===== config.mk =====
export PLATFORM = sky130hd
export DESIGN_NAME = exibidor_sequencia_flat
export DESIGN_NICKNAME = d
export VERILOG_FILES = /design/src/rtl/exibidor_sequencia_pkg.sv /design/src/rtl/exibidor_sequencia_if.sv /design/src/rtl/exibidor_sequencia_temporizador_carga.sv /design/src/rtl/exibidor_sequencia.sv /design/src/flat_wrapper.sv
export SDC_FILE = /design/constraint.sdc
export NUM_CORES = 1
export LEC_CHECK = 0
export ABC_AREA = 1
export CAP_MARGIN = 10
export CORE_MARGIN = 8
export CORE_UTILIZATION = 50
export CTS_CLUSTER_DIAMETER = 60
export DETAILED_ROUTE_END_ITERATION = 7
export PLACE_DENSITY = 0.76
export SETUP_SLACK_MARGIN = 0.5
export SKIP_LAST_GASP = 1
export SYNTH_ARGS = -nofsm -noshare
export SYNTH_HDL_FRONTEND = slang
export SYNTH_SLANG_ARGS = --single-unit

===== constraint.sdc =====
create_clock -name clock -period 1.7 [get_ports clock]
set_input_delay 0.34 -clock clock [delete_from_list [all_inputs] [get_ports clock]]
set_output_delay 0.34 -clock clock [all_outputs]
set_load 0.005 [all_outputs]

===== src/rtl/exibidor_sequencia_pkg.sv =====
// Shared definitions for the sequence player: state codes and nibble select helper.
package exibidor_sequencia_pkg;

  localparam int NIB_W = 4;

  // Codes are also decoded by the 7-segment debug display, keep them stable.
  typedef enum logic [3:0] {
    OCIOSO   = 4'd0,
    ENDERECA = 4'd1,
    LE       = 4'd2,
    ACENDE   = 4'd3,
    APAGA    = 4'd4,
    FIM      = 4'd5
  } estado_t;

  function automatic logic [NIB_W-1:0] nibble(input logic [4*NIB_W-1:0] w,
                                              input logic [1:0]         k);
    return w[k*NIB_W +: NIB_W];
  endfunction

endpackage


===== src/rtl/exibidor_sequencia_if.sv =====
// Control-unit / ROM side signals of the sequence player, grouped as one bus.
interface exibidor_sequencia_if;
  import exibidor_sequencia_pkg::*;

  logic             iniciar;
  logic             abortar;
  logic [15:0]      indices;
  logic [NIB_W-1:0] rom_data;
  logic [NIB_W-1:0] rom_addr;
  logic [3:0]       leds;
  logic             exibindo;
  logic             pronto;
  logic [3:0]       db_estado;

  modport master (
    output iniciar, abortar, indices, rom_data,
    input  rom_addr, leds, exibindo, pronto, db_estado
  );

  modport slave (
    input  iniciar, abortar, indices, rom_data,
    output rom_addr, leds, exibindo, pronto, db_estado
  );

endinterface


===== src/rtl/exibidor_sequencia_temporizador_carga.sv =====
// Loadable down-counter that stops at zero; load has priority over counting.
module temporizador_carga #(
  parameter int CNT_W = 25
) (
  input  logic             clock,
  input  logic             reset_n,
  input  logic             carrega,
  input  logic [CNT_W-1:0] valor,
  input  logic             conta,
  output logic             zero
);

  localparam logic [CNT_W-1:0] UM = CNT_W'(1);

  logic [CNT_W-1:0] r_cnt;

  always_ff @(posedge clock or negedge reset_n) begin
    if (!reset_n) begin
      r_cnt <= '0;
    end else if (carrega) begin
      r_cnt <= valor;
    end else if (conta && (r_cnt != '0)) begin
      r_cnt <= r_cnt - UM;
    end
  end

  assign zero = (r_cnt == '0);

endmodule


===== src/rtl/exibidor_sequencia.sv =====
// Plays the latched four-step ROM pattern sequence on the LEDs, then pulses pronto.
module exibidor_sequencia
  import exibidor_sequencia_pkg::*;
#(
  parameter int T_ON     = 25000000,
  parameter int T_OFF    = 12500000,
  parameter int N_PASSOS = 4,
  parameter int CNT_W    = 25
) (
  input  logic                 clock,
  input  logic                 reset_n,
  exibidor_sequencia_if.slave  bus
);

  localparam logic [CNT_W-1:0] CARGA_ON  = CNT_W'(T_ON - 1);
  localparam logic [CNT_W-1:0] CARGA_OFF = CNT_W'(T_OFF - 1);
  localparam logic [1:0]       ULTIMO    = 2'(N_PASSOS - 1);

  estado_t          r_estado;
  logic [15:0]      r_indices;
  logic [1:0]       r_passo;
  logic [3:0]       r_leds;
  logic             r_pronto;

  logic             w_carrega;
  logic             w_conta;
  logic [CNT_W-1:0] w_valor;
  logic             w_zero;

  temporizador_carga #(.CNT_W(CNT_W)) u_temporizador (
    .clock   (clock),
    .reset_n (reset_n),
    .carrega (w_carrega),
    .valor   (w_valor),
    .conta   (w_conta),
    .zero    (w_zero)
  );

  // One timer serves both the lit and the dark phase; ACENDE reloads it on expiry.
  always_comb begin
    w_carrega = 1'b0;
    w_conta   = 1'b0;
    w_valor   = CARGA_ON;
    case (r_estado)
      LE: begin
        w_carrega = 1'b1;
      end
      ACENDE: begin
        if (w_zero) begin
          w_carrega = 1'b1;
          w_valor   = CARGA_OFF;
        end else begin
          w_conta = 1'b1;
        end
      end
      APAGA: begin
        w_conta = 1'b1;
      end
      default: begin
        w_carrega = 1'b0;
      end
    endcase
  end

  always_ff @(posedge clock or negedge reset_n) begin
    if (!reset_n) begin
      r_estado  <= OCIOSO;
      r_indices <= '0;
      r_passo   <= '0;
      r_leds    <= '0;
      r_pronto  <= 1'b0;
    end else begin
      r_pronto <= 1'b0;
      if (bus.abortar) begin
        r_estado <= OCIOSO;
        r_leds   <= '0;
        r_passo  <= '0;
      end else begin
        case (r_estado)
          OCIOSO: begin
            r_leds <= '0;
            if (bus.iniciar) begin
              r_indices <= bus.indices;
              r_passo   <= '0;
              r_estado  <= ENDERECA;
            end
          end
          // Address is already on rom_addr; this state only waits out the ROM latency.
          ENDERECA: r_estado <= LE;
          LE: begin
            r_leds   <= bus.rom_data;
            r_estado <= ACENDE;
          end
          ACENDE: begin
            if (w_zero) begin
              r_leds   <= '0;
              r_estado <= APAGA;
            end
          end
          APAGA: begin
            if (w_zero) begin
              if (r_passo == ULTIMO) begin
                r_estado <= FIM;
                r_pronto <= 1'b1;
              end else begin
                r_passo  <= r_passo + 2'd1;
                r_estado <= ENDERECA;
              end
            end
          end
          FIM:     r_estado <= OCIOSO;
          default: begin
            r_estado <= OCIOSO;
            r_leds   <= '0;
          end
        endcase
      end
    end
  end

  assign bus.rom_addr  = nibble(r_indices, r_passo);
  assign bus.leds      = r_leds;
  assign bus.pronto    = r_pronto;
  assign bus.exibindo  = (r_estado != OCIOSO);
  assign bus.db_estado = r_estado;

endmodule

===== src/flat_wrapper.sv =====
// flat-port wrapper written by rule: the top's interface ports become plain ports
module exibidor_sequencia_flat import exibidor_sequencia_pkg::*;
#(
  parameter int T_ON     = 25000000,
  parameter int T_OFF    = 12500000,
  parameter int N_PASSOS = 4,
  parameter int CNT_W    = 25
)
  (clock, reset_n, bus_iniciar, bus_abortar, bus_indices, bus_rom_data, bus_rom_addr, bus_leds, bus_exibindo, bus_pronto, bus_db_estado);
  exibidor_sequencia_if bus_i ();
  input  logic clock;
  input  logic reset_n;
  input wire logic [$bits(bus_i.iniciar)-1:0] bus_iniciar;
  input wire logic [$bits(bus_i.abortar)-1:0] bus_abortar;
  input wire logic [$bits(bus_i.indices)-1:0] bus_indices;
  input wire logic [$bits(bus_i.rom_data)-1:0] bus_rom_data;
  output wire logic [$bits(bus_i.rom_addr)-1:0] bus_rom_addr;
  output wire logic [$bits(bus_i.leds)-1:0] bus_leds;
  output wire logic [$bits(bus_i.exibindo)-1:0] bus_exibindo;
  output wire logic [$bits(bus_i.pronto)-1:0] bus_pronto;
  output wire logic [$bits(bus_i.db_estado)-1:0] bus_db_estado;
  assign bus_i.iniciar = bus_iniciar;
  assign bus_i.abortar = bus_abortar;
  assign bus_i.indices = bus_indices;
  assign bus_i.rom_data = bus_rom_data;
  assign bus_rom_addr = bus_i.rom_addr;
  assign bus_leds = bus_i.leds;
  assign bus_exibindo = bus_i.exibindo;
  assign bus_pronto = bus_i.pronto;
  assign bus_db_estado = bus_i.db_estado;
  exibidor_sequencia #(.T_ON(T_ON), .T_OFF(T_OFF), .N_PASSOS(N_PASSOS), .CNT_W(CNT_W)) u_core (.clock(clock), .reset_n(reset_n), .bus(bus_i));
endmodule

== After elaboration in Yosys (flattened, before gate mapping) ==
Index checks and enable logic that the tools add are counted.
Widths: inputs -> output; s select.

* Bits in registers: 52
* Logic and storage cells: 59
* Output and inout bits: 14

* Equal/unequal tests: 11
* Add/sub/neg operators: 2
* Bitwise gates (word level): 1
* Shifts and indexed selects: 1
* Muxes and demuxes: 26
* Reduce and logical (&&, ||, !) cells: 12

{| class="wikitable"
|+ Operators by type and width
! operator !! number
|-
| $mux 25 || 4
|-
| $logic_not 25->1 || 1
|-
| $reduce_bool 25->1 || 1
|-
| $sub 25x1->25 const B || 1
|-
| $mux 4 || 6
|-
| $pmux 4 s5 || 1
|-
| $shiftx 16x5->4 || 1
|-
| $ne 3x3->1 const B || 4
|-
| $pmux 4 s3 || 1
|-
| $eq 4x2->1 const B || 2
|-
| $eq 4x3->1 const B || 2
|-
| $mux 2 || 4
|-
| $mux 1 || 6
|-
| $reduce_and 3->1 || 2
|-
| $eq 4x1->1 const B || 1
|-
| $logic_not 4->1 || 1
|-
| $pmux 1 s2 || 2
|-
| $pmux 2 s2 || 1
|-
| $reduce_and 4->1 || 1
|-
| $reduce_bool 4->1 || 1
|-
| $mux 3 || 1
|-
| $reduce_bool 3->1 || 1
|-
| $reduce_or 3->1 || 1
|-
| $add 2x1->2 const B || 1
|-
| other kinds (6) || 6
|}

== Longest topological paths before layout ==
* Depth after elaboration: 6
* Mapped depth: 12
* Gate-level depth less buffers: 12

== Hierarchy ==
Synthesis repeated with hierarchy kept, for this count alone.

* Cell total of the unflattened synthesis: 466
* Area total of the unflattened synthesis: 3333.2 um^2

{| class="wikitable"
|+ By module, submodules not included
! module !! instances !! area an instance (um^2) !! cells each !! sequential area each (um^2)
|-
| temporizador_carga || 1 || 1935.6 || 298 || 625.6
|-
| exibidor_sequencia || 1 || 1397.6 || 168 || 650.6
|}

== Least setup slack after synthesis ==
Ideal clock, no wire load.

* Path type: register to register
* From: register u_core.u_temporizador.r_cnt[0]
* To: register u_core.u_temporizador.r_cnt[23]
* Period minus slack after synthesis: 1.695 ns
* Data arrival time: 1.582 ns
* Stages on the path, launching flop included: 12
* Path slack: 0.005 ns
* Setup time: 0.113 ns
* Buffers on the path: 0
* Cell sequence: dfrtp_1 -> inv_1 -> ha_1 -> nand2_2 -> nor2_8 -> nand2_4 -> o21ai_4 -> inv_4 -> nor2_8 -> nand2_1 -> nand2_1 -> inv_1

* Longest elaborated chain between the ends: 5

{| class="wikitable"
|+ Ends and longest elaborated chain
! item !! line !! source
|-
| start, declared || exibidor_sequencia_temporizador_carga.sv:15 || <nowiki>logic [CNT_W-1:0] r_cnt;</nowiki>
|-
| start signal, assigned || exibidor_sequencia_temporizador_carga.sv:21 || <nowiki>r_cnt <= valor;</nowiki>
|-
| start signal, assigned || exibidor_sequencia_temporizador_carga.sv:23 || <nowiki>r_cnt <= r_cnt - UM;</nowiki>
|-
| branches (longest 5 deep; another with $sub 25x1->25) || - ||
|}

Parallel ways; which one is timed is not known. The select of a mux whose other input is x is not followed.
A chain may end at the register's enable or synchronous reset.

== Worst setup path in the final report ==
* From: register u_core.u_temporizador.r_cnt[3]
* To: register u_core.r_passo[1]

* Longest elaborated chain between the ends: 3

{| class="wikitable"
|+ Ends and longest elaborated chain
! item !! line !! source
|-
| $logic_not 25->1 || exibidor_sequencia_temporizador_carga.sv:27 || <nowiki>assign zero = (r_cnt == '0);</nowiki>
|-
| $ne 3x3->1 (no source line) || - ||
|-
| $reduce_and 4->1 (no source line) || - ||
|-
| end signal, assigned || exibidor_sequencia.sv:106 || <nowiki>r_passo <= r_passo + 2'd1;</nowiki>
|-
| end, declared || exibidor_sequencia.sv:21 || <nowiki>logic [1:0] r_passo;</nowiki>
|}

Every way passes these cells.

==> results.py <==
metrics = {
    "timing": {
        "fin_crit_ns": 1.76,
        "rsz0062_at_grt": "true",
        "setup_slack_ns": -0.0563,
        "fin_skew_ns": 0.00970,
        "finalSetupTns_ns": -0.134,
        "drv_slew": 0,
        "setup_violations": 8,
        "hold_violations": 0,
        "period_share_pct": 103,
        "clock.fmax_ghz": 0.569,
    },
    "place": {
        "port-buffer-count": 36,
        "routabilityCongestion": 0.885,
        "place_inst": 494,
        "hpwlAfterDp_mm": 5.47,
        "place_ws_ns": -0.0447,
    },
    "finish": {
        "syn_to_final_growth_pct": 51.6,
        "fin_cells": 547,
        "final_layout_size_suffix_gt1_share_pct": 42.5,
        "fin_nets": 500,
        "diodes": 0,
    },
    "pwr": {
        "ir_drop_uv": 820,
        "p_leak_uw": 0.00204,
        "power_density_mw_per_mm2": 1310,
    },
    "floorplan": {
        "fp.dieW_um": 92.1,
        "die_area_mm2": 0.00848,
        "row_count": 27,
        "core_mm2": 0.00554,
        "initial_core_util_pct": 52.3,
        "die_h_um": 92.1,
        "num_io_pins": 38,
    },
    "synthesis": {
        "syn_nets": 382,
        "ys_warn_count": 0,
        "syn_avg_cell_area_um2": 8.13,
        "syn_area_mm2": 0.00290,
        "ys_ff_latch": 51,
        "syn_inst": 356,
        "seq_area_frac_synth_pct": 44.1,
        "synthTopCellsByArea": "dfrtp_1, nand2_1, nor2_1, mux2_2, nand3_1",
        "yosysTopAreaCellShare_pct": 44.1,
        "yosysTopAreaCell": "dfrtp_1",
        "synth_cell_types": 35,
    },
    "worst_setup_path": {
        "cp-end-kind": "register",
        "path_cells": "nor2_4 > nand2_4 > nor2_8 > nand2_4 > nor2_4 > inv_4 > nand2_4 > nand3b_1 > nand2_1 > o21ai_1",
        "rr_startpoint": "u_core.u_temporizador.r_cnt[3]",
        "worstSetupPathDepth": 10,
        "path_common_cell": "nand2_4",
        "crit_buf_inv": 1,
        "crit_family": "simple AND/OR/NAND/NOR gates",
        "critPathSlowestCell": "dfrtp_2",
        "critPathLaunchType": "register",
        "crit_path_start": "u_core.u_temporizador.r_cnt[3]",
        "critPathMaxFanout": 4,
        "crit_arrival_ns": 1.95,
        "critical-path-max-stage-delay_ns": 0.46,
        "critical_path_required_ns": 1.90,
        "r2r_cells": 10,
        "path_class": "register to register",
    },
    "cts": {
        "htree_num_levels": 2,
        "cts-root-buf": "clkbuf_8",
        "cts_tree": "yes",
        "clkSinkCount": 51,
        "clk_latency_ns": 0.31,
        "path_clk_slew_ns": 0.11,
        "cts_buffer_depth": 2,
        "cts-buffers-inserted": 5,
    },
    "grt": {
        "grt_first_pass_wirelength_mm": 13.8,
        "grt_max_degree": 36,
        "grt_use_total_pct": 19.7,
        "grt_pass1_vias": 3004,
        "antenna_found_initial": 0,
        "gr-total-overflow": 0,
    },
    "detailed_routing": {
        "detail_route.vias_per_cell": 5.55,
        "vias": 3037,
        "first_pass_iters": 4,
        "postRouteAntennaNets": 0,
        "drc": 0,
        "wl_mm": 9.14,
        "avgRoutedWirePerCell_um": 16.7,
        "drt-initial-drc-count": 191,
    },
    "job": {
        "drv_cap": 0,
    },
    "hold_path": {
        "min_from": "u_core.bus.leds[1]",
        "hold_depth": 2,
        "hold_class": "register to register",
    },
    "run_status": {
        "failed_checks": "negative setup slack",
        "status": "finished, violations left",
    },
}
per-stage QoR:
stage | hold WS [ns] | util [%] | total power, uW | area (um^2)
global route | 0.488 | 79.2 | 6020 | 4390
finish | 0.478 | 79.2 | 5740 | 4390
global placement | 0.297 | 66.3 | 4050 | 3670
CTS | 0.483 | 74.6 | 5390 | 4130
floorplan | 0.0444 | - | 3240 | 2990
detailed placement | 0.300 | 66.3 | 4150 | 3670
power breakdown:
part           total [uW]  leakage [uW]  switching [uW]  internal [uW]
clock                 881     0.0000581             442            440
sequential           1930      0.000593             328           1610
combinational        2930       0.00139            1560           1370
metal layers:
layer	share of wire, %	track usage (%)	vias to the layer above
met5	0	0	-
met4	2.6	8.72	0
met3	4.1	3.26	26
met2	55	37.0	92
met1	39	21.1	1497
li1	-	-	1422
cell families after synthesis:
kind of cell / after synthesis / synth area share [%]
AND/OR/NAND/NOR: 204 / 33.3
adder cells (fa/ha/maj): 2 / 0.864
buffers and inverters: 31 / 4.93
multiplexers: 16 / 6.22
other: 1 / 0.130
XOR/XNOR: 6 / 1.82
AO/OA/AOI/OAI: 45 / 8.69
flip-flops: 51 / 44.1
cell usage in the layout (no fill, tap or decap), types with 9 or more instances in the layout:
cell type	n
buf_6	12
nand3_1	19
o21ai_1	9
nor2_4	15
buf_2	13
inv_1	17
mux2_2	16
buf_4	62
nand2_1	83
clkdlybuf4s50_1	22
dfrtp_1	47
nor2_2	17
o21ai_0	10
nor2_1	28
flip-flops by register name, indices dropped and copies added (netlist names):
| signal | count |
|---|---|
| u_core.u_temporizador.r_cnt | 25 |
| u_core.r_indices | 16 |
| u_core.bus.leds | 4 |
| u_core.bus.db_estado | 3 |
| u_core.r_passo | 2 |
| u_core.bus.pronto | 1 |
final cells by class:
| class | count | area (um^2) |
|---|---|---|
| clock inverter | 3 | 43.8 |
| tap | 72 | 90.1 |
| timing repair buffer | 114 | 971 |
| inverter | 25 | 114 |
| multi-input combinational | 276 | 1810 |
| fill | 349 | 1150 |
| sequential | 51 | 1280 |
| timing repair inverter | 1 | 11.3 |
| clock buffer | 5 | 68.8 |
synth_stat cells:
| cell | n |
|---|---|
| nand2_4 | 2 |
| o21ai_4 | 1 |
| nor2_1 | 52 |
| mux2_2 | 16 |
| o21ai_0 | 23 |
| o21bai_1 | 2 |
| o21ai_1 | 3 |
| nand3b_1 | 8 |
| nor2_2 | 5 |
| clkbuf_1 | 1 |
| nor2_8 | 2 |
| nand2_8 | 1 |
| inv_1 | 22 |
| inv_4 | 1 |
| a21oi_2 | 1 |
| inv_2 | 2 |
| nand2_1 | 90 |
| xnor2_1 | 2 |
| nand4_1 | 7 |
| a31oi_1 | 1 |
| conb_1 | 1 |
| nor3_1 | 4 |
| buf_2 | 1 |
| xor2_1 | 4 |
| a21oi_1 | 10 |
| nand3_2 | 1 |
| o22ai_1 | 4 |
| nor3_2 | 1 |
| buf_4 | 2 |
| nand3_1 | 25 |
| ha_1 | 2 |
| buf_6 | 2 |
| nor2_4 | 2 |
| nand2_2 | 4 |
| dfrtp_1 | 51 |
path summary, 6_finish.rpt:
path,endpoint,slack (ns)
min,u_core.bus.leds[1],0.48
max,u_core.r_passo[1],-0.06
max in group asynchronous,u_core.r_passo[0],0.66
max reg2reg,u_core.r_passo[1],-0.06
min in group asynchronous,u_core.u_temporizador.r_cnt[18],0.49
min reg2reg,u_core.bus.leds[1],0.48
timing repair:
action | in CTS | in global routing
gates cloned | 3 | 0
buffers inserted | 30 | 11
hold buffers | 1 | 0
pin swaps | 12 | 21
endpoints found under the hold margin | 16 | 0
setup endpoints to repair | 64 | 60
gates resized for setup | 106 | 45
worst min-delay path: cells and delay by family (launching register included):
kind | cells | cell delay (ns)
AND/OR/NAND/NOR | 2 | 0.10
flip-flops | 1 | 0.35
Power figures use the tool's default switching activity.
